--- config.mk ---
export PLATFORM = sky130hd
export DESIGN_NAME = timer_core_mc
export DESIGN_NICKNAME = d
export VERILOG_FILES = /design/src/rtl/timer_core_mc.sv
export SDC_FILE = /design/constraint.sdc
export NUM_CORES = 1
export LEC_CHECK = 0
export ABC_AREA = 1
export CAP_MARGIN = 30
export CORE_ASPECT_RATIO = 0.5
export CORE_MARGIN = 3
export CORE_UTILIZATION = 35
export CTS_CLUSTER_SIZE = 10
export DETAILED_ROUTE_END_ITERATION = 16
export HOLD_SLACK_MARGIN = 0.06
export PLACE_DENSITY_LB_ADDON = 0.15
export SLEW_MARGIN = 20
export SYNTH_ARGS = -nofsm -noshare
export SYNTH_HDL_FRONTEND = slang
export SYNTH_SLANG_ARGS = --single-unit
--- constraint.sdc ---
create_clock -name clk -period 4.1 [get_ports clk]
set_clock_uncertainty 0.15 [all_clocks]
set_input_delay 1.23 -clock clk [delete_from_list [all_inputs] [get_ports clk]]
set_output_delay 1.23 -clock clk [all_outputs]
set_load 0.05 [all_outputs]
--- src/rtl/timer_core_mc.sv ---
`default_nettype none
// ============================================================================
// Module      : timer_core_mc
// Description : APB register block with a 64-bit prescaled counter, NUM_CH
//               compare channels with sticky RW1C status, debug halt
//               handshake and a tear-free 64-bit counter read.
// Revision    : 1.0 - initial release
// ============================================================================
module timer_core_mc #(
    parameter int ADDR_WIDTH = 12,
    parameter int DATA_WIDTH = 32,
    parameter int NUM_CH     = 4
) (
    input  logic                  clk,
    input  logic                  rst,
    input  logic [ADDR_WIDTH-1:0] addr,
    input  logic                  wr_en,
    input  logic                  rd_en,
    input  logic [DATA_WIDTH-1:0] wdata,
    output logic [DATA_WIDTH-1:0] rdata,
    input  logic                  dbg_mode,
    output logic [NUM_CH-1:0]     irq,
    output logic                  irq_any
);

    localparam logic [31:0] c_A_TCR   = 32'h000;
    localparam logic [31:0] c_A_TDR0  = 32'h004;
    localparam logic [31:0] c_A_TDR1  = 32'h008;
    localparam logic [31:0] c_A_THCSR = 32'h00C;
    localparam logic [31:0] c_A_TIER  = 32'h010;
    localparam logic [31:0] c_A_TISR  = 32'h014;

    logic                   r_timer_en;
    logic                   r_div_en;
    logic [3:0]             r_div_val;
    logic [7:0]             r_presc;
    logic [63:0]            r_cnt;
    logic [31:0]            r_shadow;
    logic                   r_halt_req;
    logic                   r_halt_ack;
    logic [NUM_CH-1:0]      r_int_en;
    logic [NUM_CH-1:0]      r_int_st;
    logic [NUM_CH-1:0][31:0] r_cmp_lo;
    logic [NUM_CH-1:0][31:0] r_cmp_hi;

    logic [31:0]       w_addr32;
    logic              w_wr_tcr, w_wr_tdr0, w_wr_tdr1, w_wr_thcsr, w_wr_tier, w_wr_tisr;
    logic              w_rd_tdr0;
    logic              w_tcr_acc;
    logic              w_stop;
    logic              w_in_cmp;
    logic [2:0]        w_ch;
    logic              w_halted;
    logic              w_run;
    logic              w_tick;
    logic [7:0]        w_div_lim;
    logic [NUM_CH-1:0] w_match;
    logic [NUM_CH-1:0] w_clr;
    logic [31:0]       w_rd_val;

    assign w_addr32   = 32'(addr);
    assign w_wr_tcr   = wr_en && (w_addr32 == c_A_TCR);
    assign w_wr_tdr0  = wr_en && (w_addr32 == c_A_TDR0);
    assign w_wr_tdr1  = wr_en && (w_addr32 == c_A_TDR1);
    assign w_wr_thcsr = wr_en && (w_addr32 == c_A_THCSR);
    assign w_wr_tier  = wr_en && (w_addr32 == c_A_TIER);
    assign w_wr_tisr  = wr_en && (w_addr32 == c_A_TISR);
    assign w_rd_tdr0  = rd_en && (w_addr32 == c_A_TDR0);

    // Divider settings above 8 would overflow the 8-bit prescaler; drop the whole write.
    assign w_tcr_acc = w_wr_tcr && (wdata[11:8] <= 4'd8);
    assign w_stop    = w_tcr_acc && r_timer_en && !wdata[0];

    assign w_ch     = w_addr32[5:3];
    assign w_in_cmp = (w_addr32[31:6] == 26'h4) && (w_addr32[1:0] == 2'b00) &&
                      (32'(w_ch) < 32'(NUM_CH));

    assign w_halted  = r_halt_req && dbg_mode;
    assign w_run     = r_timer_en && !w_halted;
    assign w_div_lim = 8'((9'd1 << r_div_val) - 9'd1);
    assign w_tick    = !r_div_en || (r_presc == w_div_lim);
    assign w_clr     = w_wr_tisr ? wdata[NUM_CH-1:0] : '0;

    always_comb begin
        w_match = '0;
        for (int k = 0; k < NUM_CH; k++) begin
            w_match[k] = (r_cnt == {r_cmp_hi[k], r_cmp_lo[k]});
        end
    end

    always_ff @(posedge clk) begin
        if (rst) begin
            r_timer_en <= 1'b0;
            r_div_en   <= 1'b0;
            r_div_val  <= 4'd1;
            r_halt_req <= 1'b0;
            r_halt_ack <= 1'b0;
            r_int_en   <= '0;
            r_int_st   <= '0;
            r_shadow   <= '0;
        end else begin
            if (w_tcr_acc) begin
                r_timer_en <= wdata[0];
                r_div_en   <= wdata[1];
                r_div_val  <= wdata[11:8];
            end
            if (w_wr_thcsr) r_halt_req <= wdata[0];
            if (w_wr_tier)  r_int_en   <= wdata[NUM_CH-1:0];
            if (w_rd_tdr0)  r_shadow   <= r_cnt[63:32];
            r_halt_ack <= w_halted;
            // Set dominates a same-cycle clear.
            r_int_st   <= (r_int_st & ~w_clr) | w_match;
        end
    end

    always_ff @(posedge clk) begin
        if (rst) begin
            r_presc <= '0;
        end else if (w_tcr_acc) begin
            r_presc <= '0;
        end else if (w_run && r_div_en) begin
            r_presc <= w_tick ? 8'd0 : r_presc + 8'd1;
        end
    end

    always_ff @(posedge clk) begin
        if (rst) begin
            r_cnt <= '0;
        end else if (w_stop) begin
            r_cnt <= '0;
        end else if (w_wr_tdr0) begin
            r_cnt[31:0] <= wdata;
        end else if (w_wr_tdr1) begin
            r_cnt[63:32] <= wdata;
        end else if (w_run && w_tick) begin
            r_cnt <= r_cnt + 64'd1;
        end
    end

    always_ff @(posedge clk) begin
        if (rst) begin
            r_cmp_lo <= '1;
            r_cmp_hi <= '1;
        end else if (wr_en && w_in_cmp) begin
            for (int k = 0; k < NUM_CH; k++) begin
                if (w_ch == 3'(k)) begin
                    if (w_addr32[2]) r_cmp_hi[k] <= wdata;
                    else             r_cmp_lo[k] <= wdata;
                end
            end
        end
    end

    always_comb begin
        w_rd_val = '0;
        case (w_addr32)
            c_A_TCR:   w_rd_val = {20'b0, r_div_val, 6'b0, r_div_en, r_timer_en};
            c_A_TDR0:  w_rd_val = r_cnt[31:0];
            c_A_TDR1:  w_rd_val = r_shadow;
            c_A_THCSR: w_rd_val = {30'b0, r_halt_ack, r_halt_req};
            c_A_TIER:  w_rd_val = 32'(r_int_en);
            c_A_TISR:  w_rd_val = 32'(r_int_st);
            default: begin
                if (w_in_cmp) begin
                    for (int k = 0; k < NUM_CH; k++) begin
                        if (w_ch == 3'(k)) w_rd_val = w_addr32[2] ? r_cmp_hi[k] : r_cmp_lo[k];
                    end
                end
            end
        endcase
    end

    assign rdata   = rd_en ? w_rd_val : '0;
    assign irq     = r_int_st & r_int_en;
    assign irq_any = |irq;

endmodule
`default_nettype wire

Word level (Yosys, flattened, before mapping)
Index checks and enable logic that the tools add are counted.

operators by class
  muxes and demuxes = 17
  $add $sub $neg = 3
  $lt $le $gt $ge = 2
  reductions and logical operators = 39
  equality and inequality tests = 15
  bitwise operators = 6
  shifts and indexed selects = 1

operators by type and width
  operator                                           count
  2-to-1 mux 32 bit                                  13
  == test 64 bit                                     4
  case mux 32 bit (6 select lines)                   1
  adder 64 x 1 -> 64 bit (second input constant)     1
  2-to-1 mux 64 bit                                  1
  logical NOT 32 bit                                 1
  == test 12 x 4 -> 1 bit (second input constant)    2
  == test 12 x 5 -> 1 bit (second input constant)    2
  AND reduction 3 bit                                8
  logical AND 1 bit                                  17
  == test 12 x 3 -> 1 bit (second input constant)    1
  adder 8 x 1 -> 8 bit (second input constant)       1
  bitwise AND 4 bit                                  2
  == test 8 bit                                      1
  2-to-1 mux 8 bit                                   1
  left shift 1 x 4 -> 8 bit (first input constant)   1
  subtractor 8 x 1 -> 8 bit (second input constant)  1
  == test 3 x 2 -> 1 bit (second input constant)     2
  == test 6 x 3 -> 1 bit (second input constant)     1
  <= comparator 4 bit (second input constant)        1
  2-to-1 mux 4 bit                                   1
  NOT 4 bit                                          1
  OR 4 bit                                           1
  AND reduction 2 bit                                2
  11 further kinds                                   16

word-level totals
  input bits = 49
  logic and storage cells = 102
  flip-flop bits (word level) = 376
  output and inout bits = 37

Longest topological paths before layout
Gate-level depths: netlist of run 1.

  depth in word-level cells = 8
  depth in mapped cells = 18
  mapped depth without buffers = 17

Least setup slack after synthesis of run 1
No wires, ideal clock.

  kind = input to output
  from = input port addr[7]
  to = output port rdata[10]
  path buffers = 2
  setup slack = -0.741 ns
  data required time = 2.720 ns
  arrival = 3.461 ns
  stages = 9
  path through = nor2_2 nand2_2 nor2_8 inv_2 o21ai_2 inv_2 buf_6 buf_6 a211oi_1

on the way
  word-level cells in the longest chain between the ends = 6
  elaborated cells on any way between the ends = 12
  classes of those cells = eq/ne (6); mux (3); reduce/logical (3)

ends and longest elaborated chain
  what                                  RTL line  RTL
  from (decl)                           16        input logic [ADDR_WIDTH-1:0] addr,
  == test 6 x 3 -> 1 bit                75        assign w_in_cmp = (w_addr32[31:6] == 26'h4) && (w_addr32[1:0] == 2'b00) &&
  logical AND 1 bit (2 in series)       75
  2-to-1 mux 32 bit                     164       if (w_in_cmp) begin
  case mux 32 bit (6 select lines) (*)  156       case (w_addr32)
  2-to-1 mux 32 bit (*)                 173       assign rdata = rd_en ? w_rd_val : '0;
  to (decl)                             20        output logic [DATA_WIDTH-1:0] rdata,

Every way passes the cells marked *; elsewhere a longest branch is shown, timed or not.

Worst setup path in the final report of run 1
  from = input port addr[4]
  to = output port rdata[24]

on the way
  word-level cells in the longest chain between the ends = 8
  elaborated cells on any way between the ends = 19
  classes of those cells = order compare (1); eq/ne (8); mux (7); reduce/logical (3)

ends and longest elaborated chain
  what                                  RTL line  RTL
  logical NOT 3 bit                     166       if (w_ch == 3'(k)) w_rd_val = w_addr32[2] ? r_cmp_hi[k] : r_cmp_lo[k];
  2-to-1 mux 32 bit (4 in series)       166
  2-to-1 mux 32 bit                     164
  case mux 32 bit (6 select lines) (*)  156
  2-to-1 mux 32 bit (*)                 173

Marked as above.

==> results_dict.tcl, run 1 <==
set metrics [dict create \
    cp-start-kind "input pin" \
    dr_total_vias 25022 \
    core_area_um2 64200 \
    yosys.area.top_type "dfxtp_1" \
    nNetsFinal 3562 \
    endpoint "rdata[24]" \
    power_uw 7920 \
    cp.depth 14 \
    port_buffers 85 \
    drt-wirelength-per-cell_um 25.1 \
    gp_congestion 1.00 \
    regArea_um2 7530 \
    fin_cells 4390 \
    crit_required_ps 2720 \
    crit_path_cell_trace "buf_6, buf_6, nor2_4, nand2_4, nor2_8, inv_2, o21ai_4, buf_12, buf_12, buf_16, buf_6, a31oi_4, nor3_4, buf_6" \
    multi_input_area_um2 14600 \
    worstRegToRegCells 11 \
    grt_overflow 0 \
    antenna_left 0 \
    drc 0 \
    fp.dieH_um 188 \
    yosysTopAreaCellShare_pct 32.6 \
    cts_tree "yes" \
    synth_area_um2 23100 \
    hp-class "reg -> reg" \
    track_usage_pct 31.1 \
    synth_nets 3441 \
    synthFlopType "dfxtp_1" \
    critPathBufInv 8 \
    drt_pass1_iterations 6 \
    num_antenna_cells 0 \
    peakVddDrop_mv 0.258 \
    path_max_fanout 7 \
    sw_frac_of_total_pct 26.0 \
    relSlewSlack_pct 38.6 \
    power_frac_comb_pct 7.5 \
    cts_sinks 376 \
    ys_ff_latch 376 \
    worst_pin_slew_ps 921 \
    async_reset_ff_share_pct 0 \
    slowest_delay_ps 190 \
    timing.rr.start "r_cnt[1]" \
    synthCells 3389 \
    rsz0062_at_grt "true" \
    final_layout_size_suffix_gt1_share_pct 16.3 \
    drt-vias-per-instance 5.70 \
    grt_max_degree 157 \
    p_int_uw 5860 \
    cts_buffers 44 \
    cp_data_arrival_time_ps 3070 \
    cp-end-kind "output pin" \
    cts_root_buffer "clkbuf_16" \
    nFillCells 6522 \
    htree_levels 2 \
    ctsLongestPathBuffers 3 \
    period_minus_slack_ps 4450 \
    violations "negative setup slack" \
    grt_pass1_vias 22767 \
    num_rows 65 \
    dieArea_um2 69400 \
    power_leakage_uw 0.0118 \
    status "finished, violations left" \
    post-place-ws_ps -927 \
    startpoint "addr[4]" \
    cpMostUsedCell "buf_6" \
    dp_hpwl_um 79100 \
    max_freq_mhz 225 \
    path_delay_family "buffers and inverters" \
    rrSetupSlack_ps 1110 \
    path_class "in -> out" \
    p_sw_uw 2060 \
    synth.area.top_cells "dfxtp_1 (33%), nand2_1 (13%), o211ai_1 (9.0%), xnor2_1 (6.3%), nor2_1 (6.0%)" \
    synth.most_common_cell "nand2_1" \
    synth_edf_count 0 \
    finalSetupViolCount 32 \
    p_seq_share_pct 46.2 \
    yosysUniqueCellTypes 49 \
    syn_to_final_growth_pct 25.5 \
    power.density_nw_per_um2 273 \
    synthTopCellsByCount "nand2_1 (812), dfxtp_1 (376), nor2_1 (367)" \
    syn_area_per_cell_um2 6.82 \
    first_iter_violations 3136 \
    clk_pin_slew_worst_paths_ps 50 \
    yosysSeqAreaShare_pct 32.6 \
    crit_slowest_cell "nor2_4" \
    initial_core_util_pct 36.0 \
    drv_cap 0 \
    pin_count 86 \
    final.setup.worst_slack_ps -353 \
    grt_pass1_wl_um 161000 \
    clock_latency_ps 590 \
    antenna_found_initial 2 \
    fp.dieW_um 370 \
    place_inst 4304 \
    regToRegEndpoint "r_cnt[26]" \
    wl_um 110000 \
    fin_crit_sh_pct 109 \
    clkPwrFrac_pct 46.3 \
    hold_violations 0 \
    drv_slew 0 \
    synth_warnings 0 \
]
-- cell type report --
type | instances | area share, %
Sequential cell | 376 | 25.9
Inverter | 240 | 3.36
Multi-Input combinational cell | 2520 | 50.2
Clock inverter | 2 | 0.0862
Timing Repair inverter | 1 | 0.0560
Clock buffer | 53 | 4.08
Timing Repair Buffer | 327 | 12.5
Tap cell | 871 | 3.76
-- state kept, by name, indices dropped and copies added, names as in the netlist --
name        flops
r_int_en        4
r_presc         8
r_div_en        1
r_shadow       32
r_div_val       4
r_timer_en      1
r_cmp_lo      128
r_halt_req      1
r_int_st        4
r_cmp_hi      128
r_halt_ack      1
r_cnt          64
-- power by group through the flow --
| stage | registers, uW | logic (uW) | clock network (uW) |
|---|---|---|---|
| after floorplan | 3730 | 247 | 0 |
| after global placement | 3740 | 527 | 0 |
| after detailed placement | 3740 | 527 | 0 |
| after CTS | 3650 | 577 | 3710 |
| after global routing | 3650 | 625 | 3850 |
| final | 3650 | 598 | 3660 |
-- cells by family (layout without fill, tap and decap cells) --
family	Yosys count	count (layout)	synth area share, %
AND/OR/NAND/NOR	1545	1545	28.9
XOR/XNOR	219	219	8.30
buffers and inverters	493	623	9.26
flip-flops	376	376	32.6
multiplexers	9	9	0.390
adder cells (fa/ha/maj)	3	3	0.162
AO/OA/AOI/OAI	744	744	20.4
-- routing by layer --
| metal | vias to the layer above | share of wire [%] | routed length, um | global-route usage [%] |
|---|---|---|---|---|
| met3 | 215 | 9.8 | 10800 | 6.07 |
| met5 | - | 0.021 | 23 | 0 |
| met1 | 11898 | 45 | 49300 | 45.2 |
| met2 | 1286 | 42 | 46100 | 45.9 |
| met4 | 4 | 3.6 | 3930 | 9.74 |
| li1 | 11619 | - | - | - |
-- tightest hold or removal path: cells and delay by family (launching register included) --
family / cells / cell delay (ps)
AOI/OAI and AO/OA: 1 / 50
buffers and inverters: 1 / 50
DFF: 1 / 310
-- worst min path at each step --
stage	from	end	slack [ps]	cells after the start
CTS	r_shadow[13]	r_shadow[13]	300	2
detailed placement	r_shadow[2]	r_shadow[2]	290	2
global placement	r_shadow[2]	r_shadow[2]	280	2
floorplan	r_shadow[8]	r_shadow[8]	270	2
global route	r_shadow[0]	r_shadow[0]	320	2
finish	r_shadow[13]	r_shadow[13]	300	2
-- cells in the final DEF (no fill, tap or decap), types with 7 or more instances in the layout --
| cell | Yosys | final |
|---|---|---|
| nand3_2 | 5 | 9 |
| nor2_4 | 3 | 11 |
| nand3_4 | 12 | 13 |
| o21ai_1 | 38 | 49 |
| or2_2 | 9 | 9 |
| clkbuf_16 | 0 | 44 |
| o21ai_0 | 176 | 154 |
| buf_16 | 0 | 7 |
| nand2_2 | 7 | 18 |
| dfxtp_1 | 376 | 376 |
| buf_2 | 116 | 9 |
| a211oi_4 | 0 | 9 |
| buf_12 | 0 | 60 |
| clkinv_1 | 26 | 26 |
| buf_4 | 15 | 166 |
| nor3_1 | 47 | 28 |
| xor2_1 | 52 | 52 |
| buf_6 | 12 | 39 |
| inv_1 | 193 | 184 |
| a21oi_1 | 158 | 147 |
| nor3_4 | 0 | 20 |
| nor2_2 | 16 | 15 |
| nor4_1 | 9 | 9 |
| a31oi_4 | 0 | 13 |
| nand2_1 | 812 | 800 |
| nand3_1 | 168 | 163 |
| mux2i_1 | 9 | 9 |
| o21ai_2 | 1 | 7 |
| a21oi_2 | 21 | 31 |
| clkdlybuf4s50_1 | 0 | 41 |
| nand4_1 | 70 | 70 |
| nor2_1 | 367 | 360 |
| inv_2 | 21 | 17 |
| xnor2_1 | 167 | 167 |
| a221oi_2 | 0 | 9 |
| o211ai_1 | 276 | 276 |
-- through the flow --
stage,TNS [ps],area (um^2),hold slack (ps),utilization [%]
global placement,-23850,26400,285,41.1
global route,-10140,29000,318,45.2
CTS,-8060,28700,296,44.7
finish,-8590,29000,297,45.2
detailed placement,-23710,26400,287,41.1
floorplan,-610,23500,273,-
-- timing repair --
item	in CTS	in global routing
gates resized for setup	221	61
hold buffers	0	0
endpoints found under the hold margin	0	0
endpoints found under the setup margin	32	32
pin swaps	49	34
gates cloned	9	0
buffers inserted	25	6
(Power assumes the default switching activity.)
==> inputs of run 2 (changes only) <==
==> constraint.sdc (replaced) <==
create_clock -name clk -period 4.1 [get_ports clk]
set_clock_uncertainty 0.15 [all_clocks]
set_input_delay 0.82 -clock clk [delete_from_list [all_inputs] [get_ports clk]]
set_output_delay 0.82 -clock clk [all_outputs]
set_load 0.05 [all_outputs]
==> results_dict.tcl, run 2 (synthesized netlist as in run 1, its figures left out) <==
set metrics [dict create \
    power_uw 7850 \
    status "completed" \
    slowest_delay_ps 440 \
    dr_total_vias 24220 \
    hp-start "r_shadow[13]" \
    holdBufCountCts 0 \
    fin_crit_sh_pct 98.2 \
    worst_pin_slew_ps 984 \
    first_iter_violations 2693 \
    post_dp_cell_area_um2 25400 \
    core_area_um2 64200 \
    antenna_left 0 \
    dieArea_um2 69400 \
    nNetsFinal 3468 \
    htree_levels 2 \
    clk_pin_slew_worst_paths_ps 60 \
    largestRegisters "r_cmp_hi x128, r_cmp_lo x128, r_cnt x64" \
    crit_slowest_cell "clkdlybuf4s50_1" \
    fp.dieH_um 188 \
    grt_pass1_wl_um 148000 \
    final_cell_mix "nand2_1 (809), dfxtp_1 (376), nor2_1 (364), o211ai_1 (276), inv_1 (189)" \
    cts_sinks 376 \
    rrSetupSlack_ps 800 \
    crit_required_ps 3130 \
    drt-vias-per-instance 5.64 \
    path_delay_family "buffers and inverters" \
    worstRegToRegCells 13 \
    pin_count 86 \
    clock_latency_ps 590 \
    max_freq_mhz 248 \
    nFillCells 6706 \
    peakVddDrop_mv 0.236 \
    initial_core_util_pct 36.0 \
    drt-wirelength-per-cell_um 23.5 \
    hold_end "r_shadow[13]" \
    wl_um 101000 \
    cp-start-kind "input pin" \
    port_buffers 85 \
    cts_root_buffer "clkbuf_16" \
    path_max_fanout 5 \
    ctsLongestPathBuffers 3 \
    drv_slew 0 \
    path_class "in -> out" \
    layout_commonest_cell "nand2_1" \
    drv_cap 0 \
    timing.rr.start "r_div_val[3]" \
    cts_tree "yes" \
    grt_overflow 0 \
    critPathBufInv 6 \
    drc 0 \
    dp_hpwl_um 74500 \
    track_usage_pct 28.2 \
    gp_congestion 0.989 \
    num_rows 65 \
    cp-end-kind "output pin" \
    regToRegEndpoint "r_cnt[2]" \
    power_leakage_uw 0.0110 \
    crit_path_cell_trace "clkdlybuf4s50_1, nor2_4, nand4_1, nor2_2, inv_2, buf_4, nor2_4, buf_6, nand2_1, o21ai_0, a21oi_1, a31oi_1, buf_4, buf_12" \
    drt_pass1_iterations 6 \
    fp.dieW_um 370 \
    num_antenna_cells 0 \
    grt_pass1_vias 21808 \
    whs_path_depth 2 \
    cp.depth 14 \
    startpoint "addr[7]" \
    regArea_um2 7530 \
    power.density_nw_per_um2 294 \
    cp_data_arrival_time_ps 3060 \
    syn_to_final_growth_pct 15.6 \
    hold_violations 0 \
    final_layout_size_suffix_gt1_share_pct 10.6 \
    finalSetupViolCount 0 \
    relSlewSlack_pct 33.8 \
    period_minus_slack_ps 4030 \
    multi_input_area_um2 13600 \
    hp-class "reg -> reg" \
    fin_area_um2 26700 \
    antenna_found_initial 3 \
    grt_max_degree 86 \
    cts_buffers 44 \
]
## run 2: cell types whose count changed in the layout (fill, tap and decap cells not counted), moves of 10 or more
cell | previous run | this run
a221oi_1 | 1 | 15
a21oi_2 | 31 | 21
a21oi_1 | 147 | 158
buf_12 | 60 | 40
buf_4 | 166 | 134
a31oi_4 | 13 | 0
buf_6 | 39 | 6
nor3_4 | 20 | 0
o21ai_0 | 154 | 175
a31oi_1 | 2 | 20
o21ai_1 | 49 | 38
nor3_1 | 28 | 41
## run 2: routing by layer
| metal | up-vias | wire length (um) | track usage (%) | part of all wire, % |
|---|---|---|---|---|
| met1 | 11615 | 47000 | 41.1 | 47 |
| met4 | 2 | 2680 | 7.31 | 2.7 |
| met2 | 1055 | 42800 | 42.6 | 42 |
| met5 | - | 13 | 0 | 0.013 |
| met3 | 158 | 8400 | 5.13 | 8.3 |
| li1 | 11390 | - | - | - |
## run 2: area by class of cell
| type | count | share of cell area, % |
|---|---|---|
| multi-input combinational | 2520 | 50.7 |
| sequential | 376 | 28.2 |
| timing repair buffer | 234 | 9.12 |
| clock buffer | 50 | 4.36 |
| tap | 871 | 4.08 |
| inverter | 240 | 3.42 |
| clock inverter | 4 | 0.197 |
## run 2: stage by stage
step                      setup TNS [ps]  hold slack [ps]  instances  setup WS (ps)  util (%)
after global routing               -14.5              310       4295          -14.5      41.7
after floorplan                        0              273       3389           78.8         -
after detailed placement            -868              288       4240           -196      39.6
after global placement              -919              285       4240           -234      39.6
after CTS                              0              297       4294           1.53      41.5
final                                  0              299       4295           75.0      41.7
## run 2: power by group
part / total, uW / switching (uW) / leakage, uW / internal (uW)
registers: 3650 / 0.829 / 0.00304 / 3650
logic: 496 / 346 / 0.00738 / 149
clock network: 3700 / 1660 / 0.000600 / 2050
total: 7850 / 2000 / 0.0110 / 5850
## run 2: worst max-delay path by stage
stage	to	slack [ps]
3_3_place_gp	rdata[29]	-230
3_5_place_dp	rdata[29]	-200
6_report	rdata[3]	70
2_1_floorplan	rdata[10]	80
4_1_cts	rdata[2]	2
5_1_grt	rdata[14]	-10
## run 2: worst reg2reg max path, cell delays in order, from the launching register on
cell,delay [ps]
dfxtp_1,350
nor2_2,260
nand3_1,150
ha_1,330
xnor2_1,140
nor2_1,110
nand3_1,90
nor2_2,120
nand3_2,120
nand2_2,150
nand3_4,380
nand2_4,610
nand2_1,140
a21oi_2,140
## run 2: what timing repair did
item	in CTS	in global routing
setup endpoints to repair	14	22
buffers inserted	0	1
pin swaps	4	10
endpoints found under the hold margin	0	0
gates resized for setup	11	25
